`src/rtl/spi_pkg.sv`:
```
// Shared types and constants for the SPI byte transmitter.
package spi_pkg;

  typedef enum logic [1:0] {
    StIdle,
    StSetup,
    StShift,
    StHold
  } spi_state_e;

  // Mode 0: SCLK idles low, data sampled on the rising edge, MSB first.
  localparam logic SpiCpol     = 1'b0;
  localparam logic SpiCpha     = 1'b0;
  localparam logic SpiMsbFirst = 1'b1;

  localparam int unsigned MinClkDiv = 2;

endpackage

```
`src/rtl/spi_byte_tx_if.sv`:
```
// Byte handshake plus SPI pins; master is the transmitter side, slave the upstream/pin side.
interface spi_byte_tx_if;
  logic [7:0] data_in;
  logic       send;
  logic       done;
  logic       busy;
  logic       sclk;
  logic       mosi;
  logic       cs_n;

  modport master (
    input  data_in,
    input  send,
    output done,
    output busy,
    output sclk,
    output mosi,
    output cs_n
  );

  modport slave (
    output data_in,
    output send,
    input  done,
    input  busy,
    input  sclk,
    input  mosi,
    input  cs_n
  );
endinterface

```
`src/rtl/spi_clk_div.sv`:
```
// Half-period tick generator: one tick every Div cycles after clr_i is released.
module spi_clk_div #(
  parameter int unsigned Div = 4
) (
  input  logic clk_i,
  input  logic rst_i,
  input  logic clr_i,
  output logic tick_o
);

  localparam int unsigned CntW = (Div > 1) ? $clog2(Div) : 1;

  logic [CntW-1:0] cnt_q;

  assign tick_o = (cnt_q == CntW'(Div - 1));

  always_ff @(posedge clk_i or posedge rst_i) begin
    if (rst_i) begin
      cnt_q <= '0;
    end else if (clr_i || tick_o) begin
      cnt_q <= '0;
    end else begin
      cnt_q <= cnt_q + CntW'(1);
    end
  end

endmodule

```
`src/rtl/spi_byte_tx.sv`:
```
// Single-byte SPI mode-0 transmitter, MSB first, with periodic done re-pulse while idle.
module spi_byte_tx
  import spi_pkg::*;
#(
  parameter int unsigned CLK_DIV    = 4,
  parameter int unsigned DONE_RETRY = 16
) (
  input  logic          clk_out1,
  input  logic          rst,
  spi_byte_tx_if.master tx_io
);

  localparam int unsigned RetryW = (DONE_RETRY > 1) ? $clog2(DONE_RETRY) : 1;

  spi_state_e        state_q;
  logic [7:0]        shreg_q;
  logic [2:0]        bit_cnt_q;
  logic [RetryW-1:0] retry_q;
  logic              done_q;
  logic              busy_q;
  logic              sclk_q;
  logic              mosi_q;
  logic              cs_n_q;
  logic              tick;

  // Divider is held cleared in idle so the first tick lands CLK_DIV cycles after acceptance.
  spi_clk_div #(
    .Div (CLK_DIV)
  ) u_clk_div (
    .clk_i  (clk_out1),
    .rst_i  (rst),
    .clr_i  (state_q == StIdle),
    .tick_o (tick)
  );

  always_ff @(posedge clk_out1 or posedge rst) begin
    if (rst) begin
      state_q   <= StIdle;
      shreg_q   <= '0;
      bit_cnt_q <= '0;
      retry_q   <= '0;
      done_q    <= 1'b0;
      busy_q    <= 1'b0;
      sclk_q    <= SpiCpol;
      mosi_q    <= 1'b0;
      cs_n_q    <= 1'b1;
    end else begin
      done_q <= 1'b0;
      unique case (state_q)
        StIdle: begin
          if (tx_io.send) begin
            shreg_q   <= tx_io.data_in;
            mosi_q    <= tx_io.data_in[7];
            cs_n_q    <= 1'b0;
            busy_q    <= 1'b1;
            bit_cnt_q <= '0;
            state_q   <= StSetup;
          end else if (retry_q == '0) begin
            done_q  <= 1'b1;
            retry_q <= RetryW'(DONE_RETRY - 1);
          end else begin
            retry_q <= retry_q - RetryW'(1);
          end
        end
        StSetup: begin
          if (tick) begin
            sclk_q  <= 1'b1;
            state_q <= StShift;
          end
        end
        StShift: begin
          if (tick) begin
            sclk_q <= ~sclk_q;
            // Data advances only on falling edges so it is stable around each rising edge.
            if (sclk_q) begin
              if (bit_cnt_q == 3'd7) begin
                mosi_q  <= 1'b0;
                state_q <= StHold;
              end else begin
                shreg_q   <= {shreg_q[6:0], 1'b0};
                mosi_q    <= shreg_q[6];
                bit_cnt_q <= bit_cnt_q + 3'd1;
              end
            end
          end
        end
        StHold: begin
          if (tick) begin
            cs_n_q  <= 1'b1;
            busy_q  <= 1'b0;
            retry_q <= '0;
            state_q <= StIdle;
          end
        end
        default: state_q <= StIdle;
      endcase
    end
  end

  assign tx_io.done = done_q;
  assign tx_io.busy = busy_q;
  assign tx_io.sclk = sclk_q;
  assign tx_io.mosi = mosi_q;
  assign tx_io.cs_n = cs_n_q;

endmodule

```
`src/flat_wrapper.sv`:
```
// flat-port wrapper written by rule: the top's interface ports become plain ports
module spi_byte_tx_flat import spi_pkg::*;
#(
  parameter int unsigned CLK_DIV    = 4,
  parameter int unsigned DONE_RETRY = 16
)
  (clk_out1, rst, tx_io_data_in, tx_io_send, tx_io_done, tx_io_busy, tx_io_sclk, tx_io_mosi, tx_io_cs_n);
  spi_byte_tx_if tx_io_i ();
  input  logic clk_out1;
  input  logic rst;
  input wire logic [$bits(tx_io_i.data_in)-1:0] tx_io_data_in;
  input wire logic [$bits(tx_io_i.send)-1:0] tx_io_send;
  output wire logic [$bits(tx_io_i.done)-1:0] tx_io_done;
  output wire logic [$bits(tx_io_i.busy)-1:0] tx_io_busy;
  output wire logic [$bits(tx_io_i.sclk)-1:0] tx_io_sclk;
  output wire logic [$bits(tx_io_i.mosi)-1:0] tx_io_mosi;
  output wire logic [$bits(tx_io_i.cs_n)-1:0] tx_io_cs_n;
  assign tx_io_i.data_in = tx_io_data_in;
  assign tx_io_i.send = tx_io_send;
  assign tx_io_done = tx_io_i.done;
  assign tx_io_busy = tx_io_i.busy;
  assign tx_io_sclk = tx_io_i.sclk;
  assign tx_io_mosi = tx_io_i.mosi;
  assign tx_io_cs_n = tx_io_i.cs_n;
  spi_byte_tx #(.CLK_DIV(CLK_DIV), .DONE_RETRY(DONE_RETRY)) u_core (.clk_out1(clk_out1), .rst(rst), .tx_io(tx_io_i));
endmodule
```
`config.mk`:
```
export PLATFORM = sky130hd
export DESIGN_NAME = spi_byte_tx_flat
export DESIGN_NICKNAME = d
export VERILOG_FILES = /design/src/rtl/spi_pkg.sv /design/src/rtl/spi_byte_tx_if.sv /design/src/rtl/spi_clk_div.sv /design/src/rtl/spi_byte_tx.sv /design/src/flat_wrapper.sv
export SDC_FILE = /design/constraint.sdc
export NUM_CORES = 1
export LEC_CHECK = 0
export CORE_MARGIN = 8
export CORE_UTILIZATION = 53
export CTS_CLUSTER_DIAMETER = 30
export DETAILED_ROUTE_END_ITERATION = 8
export PLACE_DENSITY_LB_ADDON = 0.15
export RECOVER_POWER = 50
export REMOVE_ABC_BUFFERS = 1
export SYNTH_ARGS = -nofsm -noshare
export SYNTH_HDL_FRONTEND = slang
export SYNTH_SLANG_ARGS = --single-unit
```
`constraint.sdc`:
```
create_clock -name clk_out1 -period 1.95 [get_ports clk_out1]
set_input_delay 0.195 -clock clk_out1 [delete_from_list [all_inputs] [get_ports clk_out1]]
set_output_delay 0.195 -clock clk_out1 [all_outputs]
set_load 0.01 [all_outputs]
```
### Yosys cells after proc, flatten, opt, wreduce, memory -nomap -nowiden

Cells that the tools add are included.

| storage, ports and cells | value |
|---|---|
| memories | 0 |
| register bits | 23 |
| bits in latches | 0 |
| bits in writable memories | 0 |
| logic and storage cells | 77 |
| input port bits | 11 |
| memory bits (read-only) | 0 |
| output and inout bits | 5 |

| operators by class | value |
|---|---|
| multiply operators | 0 |
| divide/modulo/power cells | 0 |
| muxes and demuxes | 38 |
| $add $sub $neg | 3 |
| reductions and logical operators | 12 |
| shift operators | 0 |
| $lt $le $gt $ge | 0 |
| eq/ne operators | 13 |
| bitwise operators | 1 |

Operators with widths:

| cell | number |
|---|---|
| two-way mux 7 bit | 4 |
| two-way mux 2 bit | 7 |
| one-hot mux 7 bit (2 select lines) | 1 |
| two-way mux 1 bit | 12 |
| two-way mux 3 bit | 4 |
| two-way mux 4 bit | 3 |
| != test 2 bit (second input constant) | 6 |
| AND reduction 3 bit | 3 |
| one-hot mux 1 bit (2 select lines) | 4 |
| one-hot mux 2 bit (4 select lines) | 1 |
| one-hot mux 4 bit (2 select lines) | 1 |
| == test 2 bit (second input constant) | 3 |
| one-hot mux 3 bit (2 select lines) | 1 |
| AND reduction 6 bit | 1 |
| nonzero test 2 bit | 3 |
| AND reduction 5 bit | 1 |
| logical NOT 4 bit | 1 |
| != test 2 x 1 -> 1 bit (second input constant) | 2 |
| AND reduction 4 bit | 1 |
| subtractor 4 x 1 -> 4 bit (second input constant) | 1 |
| adder 3 x 1 -> 3 bit (second input constant) | 1 |
| == test 3 bit (second input constant) | 1 |
| adder 2 x 1 -> 2 bit (second input constant) | 1 |
| == test 2 x 1 -> 1 bit (second input constant) | 1 |
| 3 further kinds | 3 |

### Logic depth before layout (Yosys ltp)

| logic depth | value |
|---|---|
| word-level depth | 5 |
| mapped depth | 7 |
| mapped depth without buffers | 6 |

### By module

From an unflattened synthesis, not the netlist that was laid out.

| unflattened totals | value |
|---|---|
| cells, all modules | 120 |
| area total of the unflattened synthesis | 1,317.5 um2 |

Modules (own cells, without submodules):

| module | area an instance (um2) | instances | seq. area each (um2) | cells an instance |
|---|---|---|---|---|
| spi_byte_tx | 1,228.7 | 1 | 526.8 | 114 |
| spi_clk_div | 88.8 | 1 | 50.0 | 6 |

### Worst setup path after synthesis

OpenSTA, ideal clock, no wires.

| path | value |
|---|---|
| path type | register to register |
| from | register u_core.state_q[0] |
| to | register u_core.state_q[1] |
| cell stages (with the launch flop) | 8 |
| arrival time | 1.500 ns |
| clock period less this slack | 1.625 ns |
| setup time | 0.125 ns |
| path buffers | 1 |
| setup slack | 0.325 ns |
| cell sequence | dfrtp_1 > inv_1 > ha_1 > buf_6 > inv_6 > o22ai_2 > a211o_1 > mux2_4 |

| between the ends | value |
|---|---|
| cells in the longest elaborated chain, start to end | 3 |

RTL lines:

| element | RTL line | source |
|---|---|---|
| from (decl) | spi_byte_tx.sv:15 | `spi_state_e state_q;` |
| from (signal assigned) | spi_byte_tx.sv:38 | `state_q <= StIdle;` |
| from (signal assigned) | spi_byte_tx.sv:57 | `state_q <= StSetup;` |
| from (signal assigned) | spi_byte_tx.sv:68 | `state_q <= StShift;` |
| == test 2 bit, or another cell as far along | spi_byte_tx.sv:49 | `unique case (state_q)` |
| != test 2 x 1 -> 1 bit (no line) or != test 2 bit (tied branches) | - |  |
| AND reduction 6 bit (no line) | - |  |

Several ways; a longest one is shown, not always the timed one.
A chain may end at the register's enable or synchronous reset.

### Worst setup path in the final report

| path | value |
|---|---|
| from | register u_core.state_q[0] |
| to | register u_core.bit_cnt_q[2] |

| between the ends | value |
|---|---|
| cells in the longest elaborated chain, start to end | 3 |

RTL lines:

| element | RTL line | source |
|---|---|---|
| == test 2 bit or logical NOT 2 bit (tied branches) | spi_byte_tx.sv:49 |  |
| != test 2 bit (no line), or another cell as far along | - |  |
| AND reduction 5 bit (no line) | - |  |
| to (signal assigned) | spi_byte_tx.sv:82 | `bit_cnt_q <= bit_cnt_q + 3'd1;` |
| to (decl) | spi_byte_tx.sv:17 | `logic [2:0] bit_cnt_q;` |

Several ways; a longest one is shown, not always the timed one.

==> flow_metrics.env <==
export IMPL_routed_via_count=878
export IMPL_hold_class="in2async"
export IMPL_root_buffer="clkbuf_4"
export IMPL_placed_cells=166
export IMPL_whs_ns=0.327
export IMPL_pre_cts_ws_ns=0.169
export IMPL_die_w_um=64.4
export IMPL_fin_crit_ns=1.78
export IMPL_maxSlewHeadroom_pct=60.6
export IMPL_syn_area_mm2=0.00124
export IMPL_fin_crit_sh_pct=91.5
export IMPL_crit_path_end_kind="flop"
export IMPL_cp_slowest_cell="dfrtp_1"
export IMPL_maxCapViolations=0
export IMPL_p_seq_share_pct=35.5
export IMPL_area_delta_synth_final_pct=17.0
export IMPL_fp_dieH_um=64.4
export IMPL_status="finished, final reports clean"
export IMPL_gp_congestion=0.788
export IMPL_combPwrFrac_pct=55.2
export IMPL_worst_r2r_setup_slack_ns=0.17
export IMPL_synth_cells=124
export IMPL_p_sw_uw=958
export IMPL_post_cts_repair_setup_buffers=0
export IMPL_yosysSeqAreaShare_pct=46.4
export IMPL_cts_max_level=1
export IMPL_syn_avg_cell_area_um2=10.0
export IMPL_dr_pass1_iters=4
export IMPL_grt_overflow=0
export IMPL_wl_met2_um=945
export IMPL_drc=0
export IMPL_grtUsageTotal_pct=10.8
export IMPL_layout_cells_non_filler=171
export IMPL_drive_above_1_share_pct=7.69
export IMPL_arrival_ns=1.99
export IMPL_p_leak_nw=0.659
export IMPL_detailed_place_hpwl_um=1640
export IMPL_ios=16
export IMPL_cts_hold_fix_buffers=0
export IMPL_drt_iter0_drc=21
export IMPL_synthArstFlopShare_pct=100
export IMPL_grt_antenna_before_repair=0
export IMPL_cts_buffers=3
export IMPL_port_buffers=15
export IMPL_clock_sinks=23
export IMPL_drv_slew=0
export IMPL_row_count=17
export IMPL_finalWirelength_um=2100
export IMPL_rr_startpoint="u_core.state_q[0]$_DFFE_PP0P_"
export IMPL_path_clk_slew_ns=0.12
export IMPL_antenna_left=0
export IMPL_p_clk_share_pct=9.3
export IMPL_worst_r2r_endpoint="u_core.bit_cnt_q[2]$_DFFE_PP0P_"
export IMPL_final_cell_mix="22 x dfrtp_1, 16 x a21oi_1, 14 x clkdlybuf4s50_1"
export IMPL_rsz0062_at_grt="false"
export IMPL_hold_viol=0
export IMPL_vdd_ir_drop_max_uv=875
export IMPL_grt_max_degree=20
export IMPL_total_power_mw=2.34
export IMPL_synthFlopType="dfrtp_1"
export IMPL_cts_tree="done"
export IMPL_clk_path_buf_depth=2
export IMPL_diodes=0
export IMPL_grt_pass1_wl_um=3640
export IMPL_tightest_slew_ns=0.590
export IMPL_highest_layer="met4"
export IMPL_worst_slack_ns=0.165
export IMPL_max_freq_mhz=560
export IMPL_fin_nets=165
export IMPL_cp_start_kind="flop"
export IMPL_r2r_cells=7
export IMPL_final_common_cell="dfrtp_1"
export IMPL_powerDensity_mw_per_mm2=1610
export IMPL_initial_core_util_pct=56.2
export IMPL_critPathKind="reg2reg"
export IMPL_cpPeakStageDelay_ns=0.42
export IMPL_setup_viol=0
export IMPL_synth_cell_type_count=28
export IMPL_routedWlPerCell_um=12.3
export IMPL_synth_edf_count=0
export IMPL_switching_share_pct=40.9
export IMPL_yosys_register_bits=23
export IMPL_path_cells="inv_1 -> ha_1 -> mux2i_1 -> a21oi_4 -> buf_12 -> nand3_1 -> o21ai_1"
export IMPL_ys_warn_count=0
export IMPL_p_int_mw=1.38
export IMPL_die_area_mm2=0.00415
export IMPL_insertion_delay_ns=0.30
export IMPL_wl_met3_um=71
export IMPL_via_per_inst=5.13
export IMPL_wl_met1_um=1070
export IMPL_coreArea_mm2=0.00221
export IMPL_grt_pass1_vias=845
export IMPL_path_max_fanout=19
export IMPL_worst_endpoint_required_ns=2.15
export IMPL_fin_skew_ns=0.000803
export IMPL_post_cts_resized=0
==> layout make-up <==
| cell class | instances | area [µm²] |
|---|---|---|
| sequential | 23 | 577 |
| tap | 28 | 35.0 |
| multi-input combinational | 86 | 582 |
| clock buffer | 4 | 26.3 |
| inverter | 11 | 46.3 |
| fill | 176 | 757 |
| timing repair buffer | 19 | 189 |
==> worst max-delay path, delay by kind of cell (launching register included) <==
| family | cells | cell delay, ns |
|---|---|---|
| simple gates | 1 | 0.08 |
| compound gates | 2 | 0.13 |
| flops | 1 | 0.42 |
| mux | 1 | 0.38 |
| fa+ha+maj | 1 | 0.37 |
| buf+inv | 2 | 0.30 |
==> synthesized netlist by cell type (2+ instances only) <==
| cell | n | share of area (%) |
|---|---|---|
| nand3_1 | 2 | 0.80 |
| o22a_1 | 2 | 1.4 |
| mux2i_1 | 8 | 6.4 |
| ha_1 | 10 | 10 |
| nor2_1 | 11 | 3.3 |
| nand2_1 | 10 | 3.0 |
| inv_1 | 10 | 3.0 |
| a21oi_1 | 16 | 6.4 |
| nor3_1 | 3 | 1.2 |
| o21ai_0 | 7 | 2.8 |
| nand2b_1 | 3 | 1.5 |
| buf_6 | 3 | 2.7 |
| dfrtp_1 | 22 | 44 |
| a211o_1 | 2 | 1.4 |
| o21ai_1 | 2 | 0.80 |
==> layer usage <==
metal | vias up | GRT usage (%)
li1 | 467 | -
met1 | 401 | 13.0
met2 | 8 | 17.4
met3 | 2 | 3.09
met4 | 0 | 4.90
met5 | - | 0
==> cell families (layout without fill, tap and decap cells) <==
family,after synthesis,count (layout),share of synthesized area (%)
AO/OA/AOI/OAI,32,32,15.9
adder cells (fa/ha/maj),10,10,10.1
buffers and inverters,15,34,6.84
multiplexers,9,9,7.65
AND/OR/NAND/NOR,35,35,13.2
flip-flops,23,23,46.4
==> power by group through the flow <==
stage               Sequential [mW]  Combinational, mW  Clock, mW
detailed placement            0.843               1.24          0
floorplan                     0.832              0.925          0
CTS                           0.833               1.25      0.228
global placement              0.833               1.21          0
global route                  0.862               1.45      0.244
finish                        0.831               1.29      0.217
==> how the worst max path moves through the flow <==
stage	slack, ns	end	startpoint
2_1_floorplan	-0.06	u_core.bit_cnt_q[0]$_DFFE_PP0P_	u_core.state_q[0]$_DFFE_PP0P_
3_3_place_gp	0.20	u_core.state_q[1]$_DFFE_PP0P_	tx_io_send
3_5_place_dp	0.17	u_core.bit_cnt_q[0]$_DFFE_PP0P_	u_core.state_q[0]$_DFFE_PP0P_
4_1_cts	0.12	u_core.bit_cnt_q[2]$_DFFE_PP0P_	u_core.state_q[0]$_DFFE_PP0P_
5_1_grt	0.04	u_core.bit_cnt_q[1]$_DFFE_PP0P_	u_core.state_q[0]$_DFFE_PP0P_
6_report	0.17	u_core.bit_cnt_q[2]$_DFFE_PP0P_	u_core.state_q[0]$_DFFE_PP0P_
==> sequential cells by signal, summed over array words and instances, names as in the netlist <==
signal and cells:
u_core.tx_io.busy 1, u_core.tx_io.cs_n 1, u_core.state_q 2, u_core.u_clk_div.cnt_q 2, u_core.shreg_q 7, u_core.retry_q 4
u_core.tx_io.done 1, u_core.tx_io.mosi 1, u_core.bit_cnt_q 3, u_core.tx_io.sclk 1
==> stage by stage <==
step / util, % / setup TNS, ns / instance area (µm²)
floorplan: - / -0.207 / 1200
global placement: 63.9 / 0 / 1410
detailed placement: 63.9 / 0 / 1410
CTS: 65.0 / 0 / 1440
global route: 65.8 / 0 / 1460
finish: 65.8 / 0 / 1460
Power figures use the tool's default switching activity.
